<file path="src/rtl/acc_seq_pkg.sv">
// rtl/acc_seq_pkg.sv - opcodes, FSM states and field widths for acc_sequencer (ACC_SEQ_MUL_EN adds MUL as a memory-operand op)
package acc_seq_pkg;

  localparam int OP_W = 4;

  localparam logic [OP_W-1:0] OP_HALT  = 4'h0;
  localparam logic [OP_W-1:0] OP_LOAD  = 4'h1;
  localparam logic [OP_W-1:0] OP_STORE = 4'h2;
  localparam logic [OP_W-1:0] OP_ADD   = 4'h3;
  localparam logic [OP_W-1:0] OP_SUB   = 4'h4;
  localparam logic [OP_W-1:0] OP_AND   = 4'h5;
  localparam logic [OP_W-1:0] OP_OR    = 4'h6;
  localparam logic [OP_W-1:0] OP_JUMP  = 4'h7;
  localparam logic [OP_W-1:0] OP_JZ    = 4'h8;
  localparam logic [OP_W-1:0] OP_CLEAR = 4'h9;
  localparam logic [OP_W-1:0] OP_MUL   = 4'hA;

  typedef enum logic [2:0] {
    ST_FETCH,
    ST_DECODE,
    ST_MEM,
    ST_EXEC,
    ST_HALT
  } state_t;

  // Opcodes that need an operand cycle on the memory bus
  function automatic logic is_mem_op(input logic [OP_W-1:0] op);
    case (op)
      OP_LOAD, OP_STORE, OP_ADD, OP_SUB, OP_AND, OP_OR: is_mem_op = 1'b1;
`ifdef ACC_SEQ_MUL_EN
      OP_MUL:                                           is_mem_op = 1'b1;
`endif
      default:                                          is_mem_op = 1'b0;
    endcase
  endfunction

endpackage

</file>
<file path="src/rtl/acc_seq_alu.sv">
// rtl/acc_seq_alu.sv - combinational EXEC datapath; multiplier only exists when ACC_SEQ_MUL_EN is defined
import acc_seq_pkg::*;

module acc_seq_alu #(
  parameter int DATA_W = 16
) (
  input  logic [OP_W-1:0]   op,
  input  logic [DATA_W-1:0] acc,
  input  logic [DATA_W-1:0] mbr,
  output logic [DATA_W-1:0] result
);

  // New ACC value; opcodes that do not touch ACC pass it through unchanged
  always_comb begin
    result = acc;
    case (op)
      OP_LOAD:  result = mbr;
      OP_ADD:   result = acc + mbr;
      OP_SUB:   result = acc - mbr;
      OP_AND:   result = acc & mbr;
      OP_OR:    result = acc | mbr;
      OP_CLEAR: result = '0;
`ifdef ACC_SEQ_MUL_EN
      OP_MUL:   result = acc * mbr;
`endif
      default:  result = acc;
    endcase
  end

endmodule

</file>
<file path="src/rtl/acc_sequencer.sv">
// rtl/acc_sequencer.sv - single-accumulator instruction sequencer with req/ack memory port; ACC_SEQ_MUL_EN enables opcode A as MUL
import acc_seq_pkg::*;

module acc_sequencer #(
  parameter int DATA_W = 16,
  parameter int ADDR_W = 12
) (
  input  logic              clock,
  input  logic              reset_n,
  output logic              mem_req,
  output logic              mem_we,
  output logic [ADDR_W-1:0] mem_addr,
  output logic [DATA_W-1:0] mem_wdata,
  input  logic              mem_ack,
  input  logic [DATA_W-1:0] mem_rdata,
  output logic [DATA_W-1:0] acc_out,
  output logic [ADDR_W-1:0] pc_out,
  output logic              halted
);

  state_t              state;
  logic [ADDR_W-1:0]   pc;
  logic [ADDR_W-1:0]   mar;
  logic [DATA_W-1:0]   ir;
  logic [DATA_W-1:0]   mbr;
  logic [DATA_W-1:0]   acc;
  logic [OP_W-1:0]     op;
  logic [ADDR_W-1:0]   operand;
  logic [DATA_W-1:0]   alu_res;
  logic [ADDR_W-1:0]   exec_pc;
  logic                unused_ir;

  assign op        = ir[DATA_W-1 -: OP_W];
  assign operand   = ir[ADDR_W-1:0];
  assign unused_ir = ^ir;
  assign acc_out   = acc;
  assign pc_out    = pc;

  acc_seq_alu #(.DATA_W(DATA_W)) u_alu (
    .op     (op),
    .acc    (acc),
    .mbr    (mbr),
    .result (alu_res)
  );

  // PC after EXEC: branch target for JUMP and taken JZ, else the already-incremented PC
  always_comb begin
    exec_pc = pc;
    if (op == OP_JUMP || (op == OP_JZ && acc == '0))
      exec_pc = mar;
  end

  // Main FSM; bus outputs are registered and set on entry to FETCH/MEM so they hold until the ack
  always_ff @(posedge clock or negedge reset_n) begin
    if (!reset_n) begin
      state     <= ST_FETCH;
      pc        <= '0;
      ir        <= '0;
      mar       <= '0;
      mbr       <= '0;
      acc       <= '0;
      mem_req   <= 1'b0;
      mem_we    <= 1'b0;
      mem_addr  <= '0;
      mem_wdata <= '0;
      halted    <= 1'b0;
    end else begin
      case (state)
        ST_FETCH: begin
          if (!mem_req) begin
            // only reached straight after reset: launch the first fetch
            mem_req  <= 1'b1;
            mem_we   <= 1'b0;
            mem_addr <= pc;
          end else if (mem_ack) begin
            ir      <= mem_rdata;
            pc      <= pc + 1'b1;
            mem_req <= 1'b0;
            state   <= ST_DECODE;
          end
        end
        ST_DECODE: begin
          mar <= operand;
          if (is_mem_op(op)) begin
            mem_req   <= 1'b1;
            mem_we    <= (op == OP_STORE);
            mem_addr  <= operand;
            mem_wdata <= acc;
            state     <= ST_MEM;
          end else if (op == OP_HALT) begin
            halted <= 1'b1;
            state  <= ST_HALT;
          end else begin
            state <= ST_EXEC;
          end
        end
        ST_MEM: begin
          if (mem_ack) begin
            if (!mem_we)
              mbr <= mem_rdata;
            mem_req <= 1'b0;
            mem_we  <= 1'b0;
            state   <= ST_EXEC;
          end
        end
        ST_EXEC: begin
          acc      <= alu_res;
          pc       <= exec_pc;
          mem_req  <= 1'b1;
          mem_we   <= 1'b0;
          mem_addr <= exec_pc;
          state    <= ST_FETCH;
        end
        ST_HALT: begin
          halted <= 1'b1;
        end
        default: begin
          state <= ST_FETCH;
        end
      endcase
    end
  end

endmodule
</file>
<file path="config.mk">
export PLATFORM = sky130hd
export DESIGN_NAME = acc_sequencer
export DESIGN_NICKNAME = d
export VERILOG_FILES = /design/src/rtl/acc_seq_pkg.sv /design/src/rtl/acc_seq_alu.sv /design/src/rtl/acc_sequencer.sv
export SDC_FILE = /design/constraint.sdc
export NUM_CORES = 1
export LEC_CHECK = 0
export ABC_CLOCK_PERIOD_IN_PS = 6080
export CORE_MARGIN = 2
export CORE_UTILIZATION = 51
export CTS_CLUSTER_SIZE = 8
export DETAILED_ROUTE_END_ITERATION = 12
export PLACE_DENSITY_LB_ADDON = 0.25
export SYNTH_ARGS = -nofsm -noshare
export SYNTH_HDL_FRONTEND = slang
export SYNTH_SLANG_ARGS = --single-unit
</file>
<file path="constraint.sdc">
create_clock -name clock -period 6.08 [get_ports clock]
set_clock_uncertainty 0.1 [all_clocks]
set_input_delay 1.52 -clock clock [delete_from_list [all_inputs] [get_ports clock]]
set_output_delay 1.52 -clock clock [all_outputs]
set_load 0.01 [all_outputs]
</file>
==> flow_summary.ini, run 1 <==
[clock_network]
h-tree-depth = 3
path_clk_slew_ps = 70
cts-root-buf = clkbuf_16
cts_made_buffers = 9
cts_setup_buffers = 0
cts_tree = done
cts.sinks = 106
ctsResizeCount = 0
cts-hold-fix-buffers = 0
clockBufferDepth = 2
insertion_delay_ps = 360

[grt]
grt_antenna_before_repair = 0
grt_pass1_vias = 5187
grt_first_pass_wirelength_um = 26400
grt_max_degree = 84
track_usage_pct = 25.2
grt.overflow.total = 0

[yosys]
synth-seq-cells = 106
async_flop_share_pct = 100
synthCells = 661
synth-edff-count = 0
synthesis.nets = 700
yosysSeqAreaShare_pct = 41.6
yosysWarnings = 0
syn_avg_cell_area_um2 = 9.65
ys_types = 72
syn-cell-area_um2 = 6380
synthFlopType = dfrtp_1

[min_path]
min_path_cells = 1
min_from = halted
hp-class = reg2reg
worstHoldEndpoint = halted

[run_status]
status = finished, final reports clean

[setup_path]
end_kind = flop
crit_fanout = 23
crit_arrival_ps = 4240
r2r_end = acc_out[14]
critPathLaunchType = flop
r2r_slack_ps = 1980
worstPathRequired_ps = 6220
ff2ff_path_depth = 11
crit_type = reg2reg
rr_startpoint = ir[14]

[route]
drt_first_iter_violations = 447
firstDrtPassIters = 5
num_vias = 5447
avgViaCountPerCell = 6.10
wl_per_cell_um = 18.4
routed_wirelength_um = 16400
route.detailed.drc = 0
ant_nets = 0

[timing]
fin_crit_ps = 4100
fmax_ghz = 0.244
finalMaxSlewViolations = 0
relSlewSlack_pct = 29.9
period_share_pct = 67.4
hold_violations = 0
worst_pin_slew_ps = 1050
setup_viol = 0
fin_setup_tns_ps = 0
rsz0062_at_grt = no

[final_layout]
drive_gt1_share_pct = 11.6
final_area_um2 = 7570
antenna_cells = 0
final_nets = 759
area_growth_pct = 18.6

[floorplanning]
initial_core_util_pct = 52.7
die_h_um = 116
coreArea_um2 = 12100
ios = 78
die-area_um2 = 13400
dieWidth_um = 116
fp-row-count = 40

[place]
dpl.hpwl_um = 11700
place_area_um2 = 7240
portBuffers = 77
gp_congestion = 0.900

[power]
leakage_nw = 3.26
peakVddDrop_v = 0.000385
power.density_nw_per_um2 = 642

[flow_run]
cap_violations = 0
## worst max-delay path by stage
stage               cells past startpoint          end   start
detailed placement                     11  acc_out[14]  ir[14]
global placement                       11  acc_out[14]  ir[14]
floorplan                              12  acc_out[14]  ir[14]
CTS                                    11  acc_out[12]  ir[14]
finish                                 11  acc_out[14]  ir[14]
global route                           11  acc_out[15]  ir[14]
## cells in the mapped netlist (9+ instances only)
cell type | count | area share, %
dfrtp_1 | 106 | 42
nand2_1 | 96 | 5.6
a21oi_1 | 57 | 4.5
mux2_2 | 40 | 7.1
nor2_1 | 35 | 2.1
o21ai_0 | 27 | 2.1
ha_1 | 19 | 3.7
clkbuf_1 | 18 | 1.1
mux2_1 | 16 | 2.8
mux2i_1 | 16 | 2.5
xnor2_1 | 15 | 2.1
buf_2 | 12 | 0.94
inv_1 | 12 | 0.71
a221o_1 | 11 | 1.7
a22oi_1 | 11 | 1.3
nand2b_1 | 11 | 1.1
a21o_1 | 10 | 1.2
xor2_1 | 9 | 1.2
## critical path: stages, from the launching register on
cell,delay (ps)
dfrtp_1,760
or2b_1,360
nor3_1,740
nor2_1,140
xnor2_1,170
ha_1,370
a21o_1,220
a311oi_1,360
nor3b_1,160
a211oi_1,290
mux2i_1,240
nand2_1,70
## cell type report
cell class	count	area, µm²
fill	1051	4540
timing repair buffer	85	828
tap	168	210
inverter	12	45.0
clock buffer	11	243
clock inverter	5	85.1
sequential	106	2650
multi-input combinational	506	3500
## flip-flops by register name (all words and copies together) (netlist names)
register   cells
acc_out       16
ir            16
mbr           16
mem_wdata     16
mar           12
mem_addr      12
pc_out        12
state          3
halted         1
mem_req        1
mem_we         1
## cells in the final DEF (no fill, tap or decap), types with 15 or more instances in the layout
cell / count
nor2_1: 35
ha_1: 19
dfrtp_1: 106
nand2_1: 96
mux2_1: 16
mux2_2: 40
xnor2_1: 15
mux2i_1: 16
a21oi_1: 57
o21ai_0: 27
clkdlybuf4s50_1: 76
## power breakdown
group          switching (W)  total [W]  internal, W
Sequential          0.000447    0.00148      0.00103
Combinational        0.00141    0.00273      0.00133
Clock               0.000274   0.000650     0.000376
## kinds of logic after synthesis
| kind of cell | after synthesis | share of synthesized area [%] |
|---|---|---|
| buffers and inverters | 49 | 3.53 |
| multiplexers | 72 | 12.4 |
| XOR/XNOR | 24 | 3.29 |
| adder cells (fa/ha/maj) | 20 | 4.04 |
| flip-flops | 106 | 41.6 |
| AO/OA/AOI/OAI | 177 | 18.6 |
| AND/OR/NAND/NOR | 213 | 16.5 |
## metal layers
metal / routed length (µm) / GRT usage [%]
met5: 0 / 0
met1: 7510 / 35.5
met4: 206 / 6.51
met3: 1000 / 6.49
met2: 7690 / 39.2
## stage by stage
step / std cells / power [W] / setup slack [ps] / hold WS (ps) / util (%)
after floorplan: 661 / 0.00330 / 2950 / 357 / -
after global placement: 877 / 0.00409 / 2260 / 353 / 59.8
after detailed placement: 877 / 0.00418 / 2100 / 356 / 59.8
after CTS: 893 / 0.00485 / 2080 / 369 / 62.5
after global routing: 893 / 0.00522 / 1590 / 390 / 62.5
final: 893 / 0.00486 / 1980 / 367 / 62.5
Power figures use the tool's default switching activity.
==> run 2: changes to the inputs <==
--- a/config.mk
+++ b/config.mk
@@ -5,7 +5,7 @@
 export SDC_FILE = /design/constraint.sdc
 export NUM_CORES = 1
 export LEC_CHECK = 0
-export ABC_CLOCK_PERIOD_IN_PS = 6080
+export ABC_CLOCK_PERIOD_IN_PS = 3550
 export CORE_MARGIN = 2
 export CORE_UTILIZATION = 51
 export CTS_CLUSTER_SIZE = 8
==> constraint.sdc (replaced) <==
create_clock -name clock -period 3.55 [get_ports clock]
set_clock_uncertainty 0.1 [all_clocks]
set_input_delay 0.8875 -clock clock [delete_from_list [all_inputs] [get_ports clock]]
set_output_delay 0.8875 -clock clock [all_outputs]
set_load 0.01 [all_outputs]
==> run 2 against run 1 <==
Net effect: combinational power grew 78%; cell count up 1.7%; sequential share of layout area down 0.49 points; clock power increased by 51%; first-iteration DRC count grew 23%; worst hold slack gained 2.4 ps; clock-buffer cell count up 1; design area grew 1.4%; maximum frequency is 22% higher.
==> flow_summary.ini, run 2 (synthesis gave the netlist of run 1 again) <==
[run_status]
status = finished, final reports clean

[route]
avgViaCountPerCell = 6.01
routed_wirelength_um = 16600
route.detailed.drc = 0
ant_nets = 0
firstDrtPassIters = 5
num_vias = 5459
drt_first_iter_violations = 551
wl_per_cell_um = 18.3

[power]
peakVddDrop_v = 0.000607
power.density_nw_per_um2 = 1090
power.total_w = 0.00835
leakage_nw = 3.33

[final_layout]
final_nets = 774
final_cell_mix = 106 x dfrtp_1, 96 x nand2_1, 76 x clkdlybuf4s50_1, 57 x a21oi_1, 40 x mux2_2
area_growth_pct = 20.3
antenna_cells = 0
instances_no_fill = 908
final_area_um2 = 7670
drive_gt1_share_pct = 13.9
final_common_cell = dfrtp_1

[place]
portBuffers = 77
dpl.hpwl_um = 11700
place_area_um2 = 7360
gp_congestion = 0.929
dp.cells = 892

[flow_run]
cap_violations = 0

[clock_network]
h-tree-depth = 3
cts_setup_buffers = 0
clockBufferDepth = 2
path_clk_slew_ps = 70
cts_tree = done
insertion_delay_ps = 360
cts.sinks = 106
cts-root-buf = clkbuf_16
cts_made_buffers = 9

[floorplanning]
fp-row-count = 40
die-area_um2 = 13400
dieWidth_um = 116
ios = 78
initial_core_util_pct = 52.7
die_h_um = 116
coreArea_um2 = 12100

[grt]
grt_first_pass_wirelength_um = 26900
grt_antenna_before_repair = 0
grt_max_degree = 76
grt_pass1_vias = 5278
grt.overflow.total = 0
track_usage_pct = 25.7

[timing]
finalMaxSlewViolations = 0
fin_crit_ps = 3350
hold_violations = 0
setup_viol = 0
relSlewSlack_pct = 36.2
period_share_pct = 94.5
worst_pin_slew_ps = 954
fin_setup_tns_ps = 0
fmax_ghz = 0.298

[min_path]
hp-class = in2async

[setup_path]
worstPathRequired_ps = 3690
crit_arrival_ps = 3490
crit_fanout = 9
critPathLaunchType = flop
end_kind = flop
crit_type = reg2reg
==> run 2: cell count changes in the layout (fill, tap and decap cells not counted), sizes merged <==
cell      delta
clkbuf       +1
clkinvlp     +2
buf         +15
inv          -2
clkinv       +1
bufinv       -2
==> run 2: worst paths after layout <==
kind | cells after the start | endpoint | slack, ps | startpoint
min in group clock | 1 | halted | 370 | halted
hold reg to reg | 1 | halted | 370 | halted
max in group asynchronous | 2 | mem_addr[10] | 2240 | reset_n
hold / removal | 1 | acc_out[8] | 370 | reset_n
setup reg to reg | 12 | acc_out[14] | 200 | ir[15]
setup / recovery | 12 | acc_out[14] | 200 | ir[15]
==> run 2: timing repair <==
action                                  in CTS  in global routing
endpoints found under the setup margin       0                  3
hold buffers                                 0                  0
resized for setup                            0                  4
endpoints found under the hold margin        0                  0
==> run 2: report_power, final <==
group	internal, W	switching [W]	total (W)
combinational	0.00239	0.00246	0.00485
clock	0.000531	0.000450	0.000981
sequential	0.00177	0.000749	0.00252
total	0.00469	0.00366	0.00835
==> run 2: area by class of cell <==
| class | instances | area (µm²) |
|---|---|---|
| Clock inverter | 4 | 25.0 |
| Tap cell | 168 | 210 |
| Fill cell | 1015 | 4440 |
| Sequential cell | 106 | 2650 |
| Multi-Input combinational cell | 506 | 3520 |
| Clock buffer | 12 | 267 |
| Inverter | 12 | 45.0 |
| Timing Repair Buffer | 100 | 953 |
==> run 2: per-layer routing <==
layer  wire (µm)  vias to the layer above  global-route usage [%]  part of all wire (%)
met4         314                        0                    7.94                   1.9
met1        7740                     2670                    37.5                    47
met5           0                        -                       0                     0
met2        7470                      202                    38.6                    45
met3        1070                       30                    5.44                   6.4
li1            -                     2557                       -                     -
==> run 2: critical path, stage by stage, from the launching register on <==
cell	delay (ps)
dfrtp_1	440
or2b_1	320
nor3_1	340
buf_4	220
a21oi_1	60
xnor2_1	140
ha_1	440
and4_1	250
and3_1	180
nor3b_1	410
a211oi_2	100
mux2i_1	160
nand2_1	70
==> run 2: through the flow <==
stage	worst slack, ps	util [%]	hold slack (ps)
after global placement	271	60.8	353
final	197	63.4	369
after global routing	-4.66	63.4	394
after detailed placement	179	60.8	362
after CTS	138	63.2	379
after floorplan	415	-	357
==> RTL edit 1: new RTL, config.mk and constraints of run 2 <==
Make the reset (`reset_n`) synchronous in one clocked block.
--- a/src/rtl/acc_sequencer.sv
+++ b/src/rtl/acc_sequencer.sv
@@ -51,7 +51,7 @@
   end
 
   // Main FSM; bus outputs are registered and set on entry to FETCH/MEM so they hold until the ack
-  always_ff @(posedge clock or negedge reset_n) begin
+  always_ff @(posedge clock) begin
     if (!reset_n) begin
       state     <= ST_FETCH;
       pc        <= '0;
Check against the original RTL: differs if reset_n is asserted again (counterexample within 4 cycles, from zero or initial values and one cycle with reset_n low); with reset_n held inactive, the same outputs for 4 cycles.
==> RTL edit 1 against run 2 <==
Routed wire length rose by 6.6%. Design area is 4.5% lower. Setup slack worse by 0.056 ns. Die area down 3.6%. Synthesized area down 3.7%. Sequential cell count unchanged. Count of clock-buffer cells in the layout decreased by 1.
Power is not compared: it rests on default switching activity, and its combinational part moved more than twofold at a synthesized area within 25%.
==> RTL edit 1: results (changes against run 2) <==
worst_setup_path:
  slowest_delay_ns: 0.62  # +0.18 ns
  reg2reg_slack_ns: 0.14  # -0.06 ns
  r2r-end: "acc_out[14]$_SDFFE_PN0P_"
  cp_max_fo: 14  # +5
  ff2ff_path_depth: 11  # -1
  crit_slowest_cell: "dfxtp_1"
  worstPathArrival_ns: 3.55  # +0.06 ns
  timing.rr.start: "ir[12]$_SDFFE_PN0P_"
synthesis:
  postSynthCellCount: 773  # +17%
  synth_area_leaders: "dfxtp_1 (35%), nand2_1 (7.2%), a21oi_1 (6.5%)"
  synthTopCellsByCount: "nand2_1 (117), dfxtp_1 (106), nor2_1 (87)"
  async_reset_ff_share_pct: 0  # -100 points
  synth_cell_type_count: 77  # +6.9%
  synth-xor-area-share_pct: 3.69  # +0.39 points
  synthAdderAreaFrac_pct: 4.20  # +0.16 points
  synth_compound_area_share_pct: 26.5  # +7.9 points
  synth_top_cell_by_area: "dfxtp_1"
  syn_nets: 812  # +16%
  yosysSeqAreaShare_pct: 34.5  # -7.0 points
  synth_mux_area_share_pct: 3.26  # -9.1 points
hold_path:
  min_path_type: "flip-flop to flip-flop"
  holdCritStartpoint: "mem_wdata[8]$_SDFFE_PN0P_"
placement:
  hpwl_um: 12700  # +8.8%
  place.gp.congestion: 0.957  # +3.1%
  placed_area_mm2: 0.00703  # -4.5%
  place_inst: 966  # +8.3%
detailed_routing:
  dr_wl_met2_um: 7750  # +3.6%
  dr_wl_met3_um: 1200  # +12%
  vias: 5952  # +9.0%
  firstDrtPassIters: 6  # +1
  met1_length_um: 8410  # +8.7%
  routed_via_density: 6.06  # +0.81%
  drt-initial-drc-count: 586  # +6.4%
  drt-total-wl_um: 17700  # +6.6%
grt:
  grt_pass1_wl_um: 28000  # +3.9%
  grt_pass1_vias: 5373  # +1.8%
  antenna_found_initial: 0  # unchanged
  grt_start_max_net_pins: 83  # +9.2%
  grtUsageTotal_pct: 27.1  # +1.4 points
run_status:
  status: "finished, final reports clean"
clock_network:
  clk_latency_ns: 0.35
  path_clk_slew_ns: 0.07  # about the same
timing:
  worst_pin_slew_ns: 1.04  # +0.0869 ns
layout:
  drive_gt1_share_pct: 8.86  # -5.1 points
  layout.nets: 869  # +12%
==> RTL edit 1: changes by cell type after synthesis, moves of 16 or more <==
cell     before  now
dfxtp_1       0  106
nand2_1      96  117
inv_1        12   44
dfrtp_1     106    0
a31oi_1       1   18
mux2_1       16    0
a21oi_1      57   80
mux2_2       40    0
nor2_1       35   87
==> RTL edit 1: metal layers <==
layer / global-route usage, % / vias up
met5: 0 / -
met4: 8.62 / 0
met3: 3.61 / 30
met2: 41.4 / 216
met1: 39.8 / 2843
li1: - / 2863
==> RTL edit 1: power by group through the flow <==
| stage | clock network, W | registers [W] | logic [W] |
|---|---|---|---|
| 2_1_floorplan | 0 | 0.00128 | 0.000407 |
| 3_3_place_gp | 0 | 0.00128 | 0.000547 |
| 3_5_place_dp | 0 | 0.00129 | 0.000556 |
| 4_1_cts | 0.00101 | 0.00126 | 0.000558 |
| 5_1_grt | 0.00105 | 0.00126 | 0.000614 |
| 6_report | 0.000990 | 0.00126 | 0.000563 |
==> RTL edit 1: how the worst max path moves through the flow <==
stage | startpoint | to | depth (start not counted)
floorplan | mbr[2]$_SDFFE_PN0P_ | acc_out[14]$_SDFFE_PN0P_ | 14
global placement | mbr[3]$_SDFFE_PN0P_ | acc_out[14]$_SDFFE_PN0P_ | 12
detailed placement | mbr[3]$_SDFFE_PN0P_ | acc_out[14]$_SDFFE_PN0P_ | 11
CTS | mbr[3]$_SDFFE_PN0P_ | acc_out[14]$_SDFFE_PN0P_ | 11
global route | ir[12]$_SDFFE_PN0P_ | acc_out[14]$_SDFFE_PN0P_ | 11
finish | ir[12]$_SDFFE_PN0P_ | acc_out[14]$_SDFFE_PN0P_ | 11
==> RTL edit 1: area by class of cell <==
type | instances | area, um^2
Clock buffer | 11 | 243
Clock inverter | 5 | 45.0
Fill cell | 1050 | 4530
Inverter | 44 | 165
Multi-Input combinational cell | 569 | 3620
Sequential cell | 106 | 2120
Tap cell | 147 | 184
Timing Repair Buffer | 100 | 943
==> RTL edit 1: cell families (layout without fill, tap and decap cells) <==
logic type	count (synthesis)	after routing
AOI/OAI and AO/OA	224	224
muxes	20	20
adders and majority gates	20	20
and+or+nand+nor	280	280
DFF	106	106
xor gates and xnor gates	25	25
buffers and inverters	98	160
==> RTL edit 1: through the flow <==
stage,setup WS (ns),hold WS [ns]
floorplan,0.202,0.336
global placement,0.252,0.340
detailed placement,0.135,0.349
CTS,0.106,0.358
global route,0.0332,0.372
finish,0.141,0.355
==> RTL edit 1: worst max-delay path, delay by kind of cell, from the launching register on <==
kind,cells,cell delay [ns]
XOR/XNOR,1,0.16
flip-flops,1,0.62
AO/OA/AOI/OAI,5,1.10
adder cells (fa/ha/maj),1,0.36
AND/OR/NAND/NOR,4,0.97
==> RTL edit 2: new RTL, settings of run 2 <==
Made on the original files. Add a define of `ACC_SEQ_MUL_EN`.
--- a/src/rtl/acc_seq_pkg.sv
+++ b/src/rtl/acc_seq_pkg.sv
@@ -1,4 +1,6 @@
 // rtl/acc_seq_pkg.sv - opcodes, FSM states and field widths for acc_sequencer (ACC_SEQ_MUL_EN adds MUL as a memory-operand op)
+`define ACC_SEQ_MUL_EN
+
 package acc_seq_pkg;
 
   localparam int OP_W = 4;
Check against the original RTL: not equivalent (a bounded check fails within 4 cycles, from zero or initial values and one cycle with reset_n low).
==> RTL edit 2 against run 2 <==
The flow now finishes with violations (setup timing). First-iteration DRC count grew 37%. Design area is 67% higher. Synthesized area up 57%. Setup slack worse by 2.1 ns. Die area grew 54%. Fmax shrank 38%. Count of clock-buffer cells in the layout down 2. Sequential cell count is the same. Routed wire length increased by 84%. Critical path type unchanged. Largest cell class unchanged.
Power is not shown: default switching activity piles up to over one toggle a cycle in this logic, so the estimate is an artifact.
==> RTL edit 2: results (changes against run 2) <==
run_status:
  status: "finished, violations left"
  violations: "setup timing"
worst_setup_path:
  timing.rr.start: "acc_out[7]$_DFFE_PN0P_"
  ff2ff_path_depth: 19  # +7
  worstPathArrival_ns: 5.54  # +2.05 ns
  cp_max_fo: 6  # -3
  endpoint: "acc_out[15]$_DFFE_PN0P_"
  cp-start-kind: "flip-flop"
timing:
  setup_violations: 12  # +12
  max_slew_margin_pct: 37.1  # +0.95 points
  worst_slack_ns: -1.86  # -2.06 ns
synthesis:
  syn_nets: 1310  # +87%
  yosysSeqAreaShare_pct: 26.5  # -15 points
  synth_cell_type_count: 55  # -24%
  synthAdderAreaFrac_pct: 24.7  # +21 points
  synthTopCellsByCount: "nand2_1 (189), inv_1 (134), dfrtp_1 (106)"
  synth_compound_area_share_pct: 12.6  # -6.1 points
  async_reset_ff_share_pct: 100  # unchanged
  synth_mux_area_share_pct: 5.27  # -7.1 points
  synth_flop_cell: "dfrtp_1"
  yosysWarnings: 0  # unchanged
  synth-xor-area-share_pct: 5.60  # +2.3 points
  synth_area_leaders: "dfrtp_1 (27%), fa_1 (16%), ha_1 (8.5%)"
clock_network:
  clockRootBuffer: "clkbuf_16"
  clk_latency_ns: 0.36  # about the same
  clockBufferDepth: 2  # unchanged
  numCtsBuffers: 9  # unchanged
  htreeDepth: 3  # unchanged
  path_clk_slew_ns: 0.08
grt:
  grtUsageTotal_pct: 30.5  # +4.8 points
  grt_pass1_vias: 9247  # +75%
  antenna_found_initial: 0  # unchanged
  grt_start_max_net_pins: 75  # -1.3%
  grt_pass1_wl_um: 48600  # +80%
layout:
  drive_gt1_share_pct: 23.6  # +9.6 points
  num_antenna_cells: 0  # unchanged
  layout.nets: 1487  # +92%
  nFillCells: 1599  # +58%
hold_path:
  min_path_type: "primary input to asynchronous set/reset pin"
detailed_routing:
  drt-initial-drc-count: 757  # +37%
  routed_via_density: 5.66  # -5.9%
  firstDrtPassIters: 5  # unchanged
  drt-total-wl_um: 30500  # +84%
placement:
  place.gp.congestion: 0.963  # +3.7%
  hpwl_um: 23700  # +100%
  place_ws_ns: -1.79  # -1.97 ns
  portBuffers: 77  # unchanged
## RTL edit 2: final cells by class
type / instances / area, um^2 / area share (%)
clock inverter: 6 / 82.6 / 0.645
tap: 265 / 332 / 2.59
clock buffer: 10 / 239 / 1.87
sequential: 106 / 2670 / 20.8
inverter: 134 / 503 / 3.93
timing repair buffer: 232 / 2020 / 15.8
multi-input combinational: 836 / 6950 / 54.3
## RTL edit 2: worst max-delay path, cell delays in order, from the launching register on
cell and delay, ns:
dfrtp_1 0.43, buf_4 0.16, buf_4 0.17, and2_1 0.17
fa_1 0.48, inv_1 0.05, fa_1 0.47, inv_1 0.06
fa_1 0.44, fa_1 0.49, inv_1 0.06, fa_1 0.49
fa_2 0.53, inv_1 0.05, ha_1 0.32, a21o_1 0.20
a31oi_1 0.20, xnor2_1 0.13, a21oi_1 0.20, a21oi_1 0.10
## RTL edit 2: through the flow
stage	std cells	area (um^2)	utilization [%]	setup TNS, ns
CTS	1579	12500	64.6	-14.84
floorplan	1142	10200	-	-11.84
global route	1589	12800	66.2	-17.45
finish	1589	12800	66.2	-15.72
detailed placement	1561	12000	62.1	-15.71
global placement	1561	12000	62.1	-14.71
## RTL edit 2: logic make-up after synthesis
| group | Yosys count |
|---|---|
| buf+inv | 200 |
| flops | 106 |
| mux | 47 |
| fa+ha+maj | 149 |
| simple gates | 384 |
| xor+xnor | 63 |
| compound gates | 193 |
## RTL edit 2: worst min path at each step
| stage | startpoint | cells past startpoint | slack [ns] | to |
|---|---|---|---|---|
| 6_report | reset_n | 1 | 0.37 | mem_wdata[9]$_DFFE_PN0P_ |
| 5_1_grt | reset_n | 1 | 0.41 | mem_wdata[9]$_DFFE_PN0P_ |
| 4_1_cts | reset_n | 1 | 0.39 | mem_wdata[9]$_DFFE_PN0P_ |
| 3_5_place_dp | mem_addr[8]$_DFFE_PN0P_ | 2 | 0.37 | mem_addr[8]$_DFFE_PN0P_ |
| 3_3_place_gp | halted$_DFFE_PN0P_ | 1 | 0.36 | halted$_DFFE_PN0P_ |
| 2_1_floorplan | ir[0]$_DFFE_PN0P_ | 2 | 0.36 | ir[0]$_DFFE_PN0P_ |
## RTL edit 2: metal layers
metal	global-route usage (%)	share of wire, %	up-vias
met5	0	0	-
met4	12.3	3.8	0
met3	3.28	7.1	96
met2	51.4	48	390
met1	40.5	41	4388
li1	-	-	4119
## RTL edit 2: repair_timing
| item | in CTS | in global routing |
|---|---|---|
| hold buffers | 0 | 0 |
| endpoints found under the setup margin | 12 | 12 |
| resized for setup | 34 | 53 |
| pin swaps | 20 | 33 |
| setup buffers | 2 | 12 |
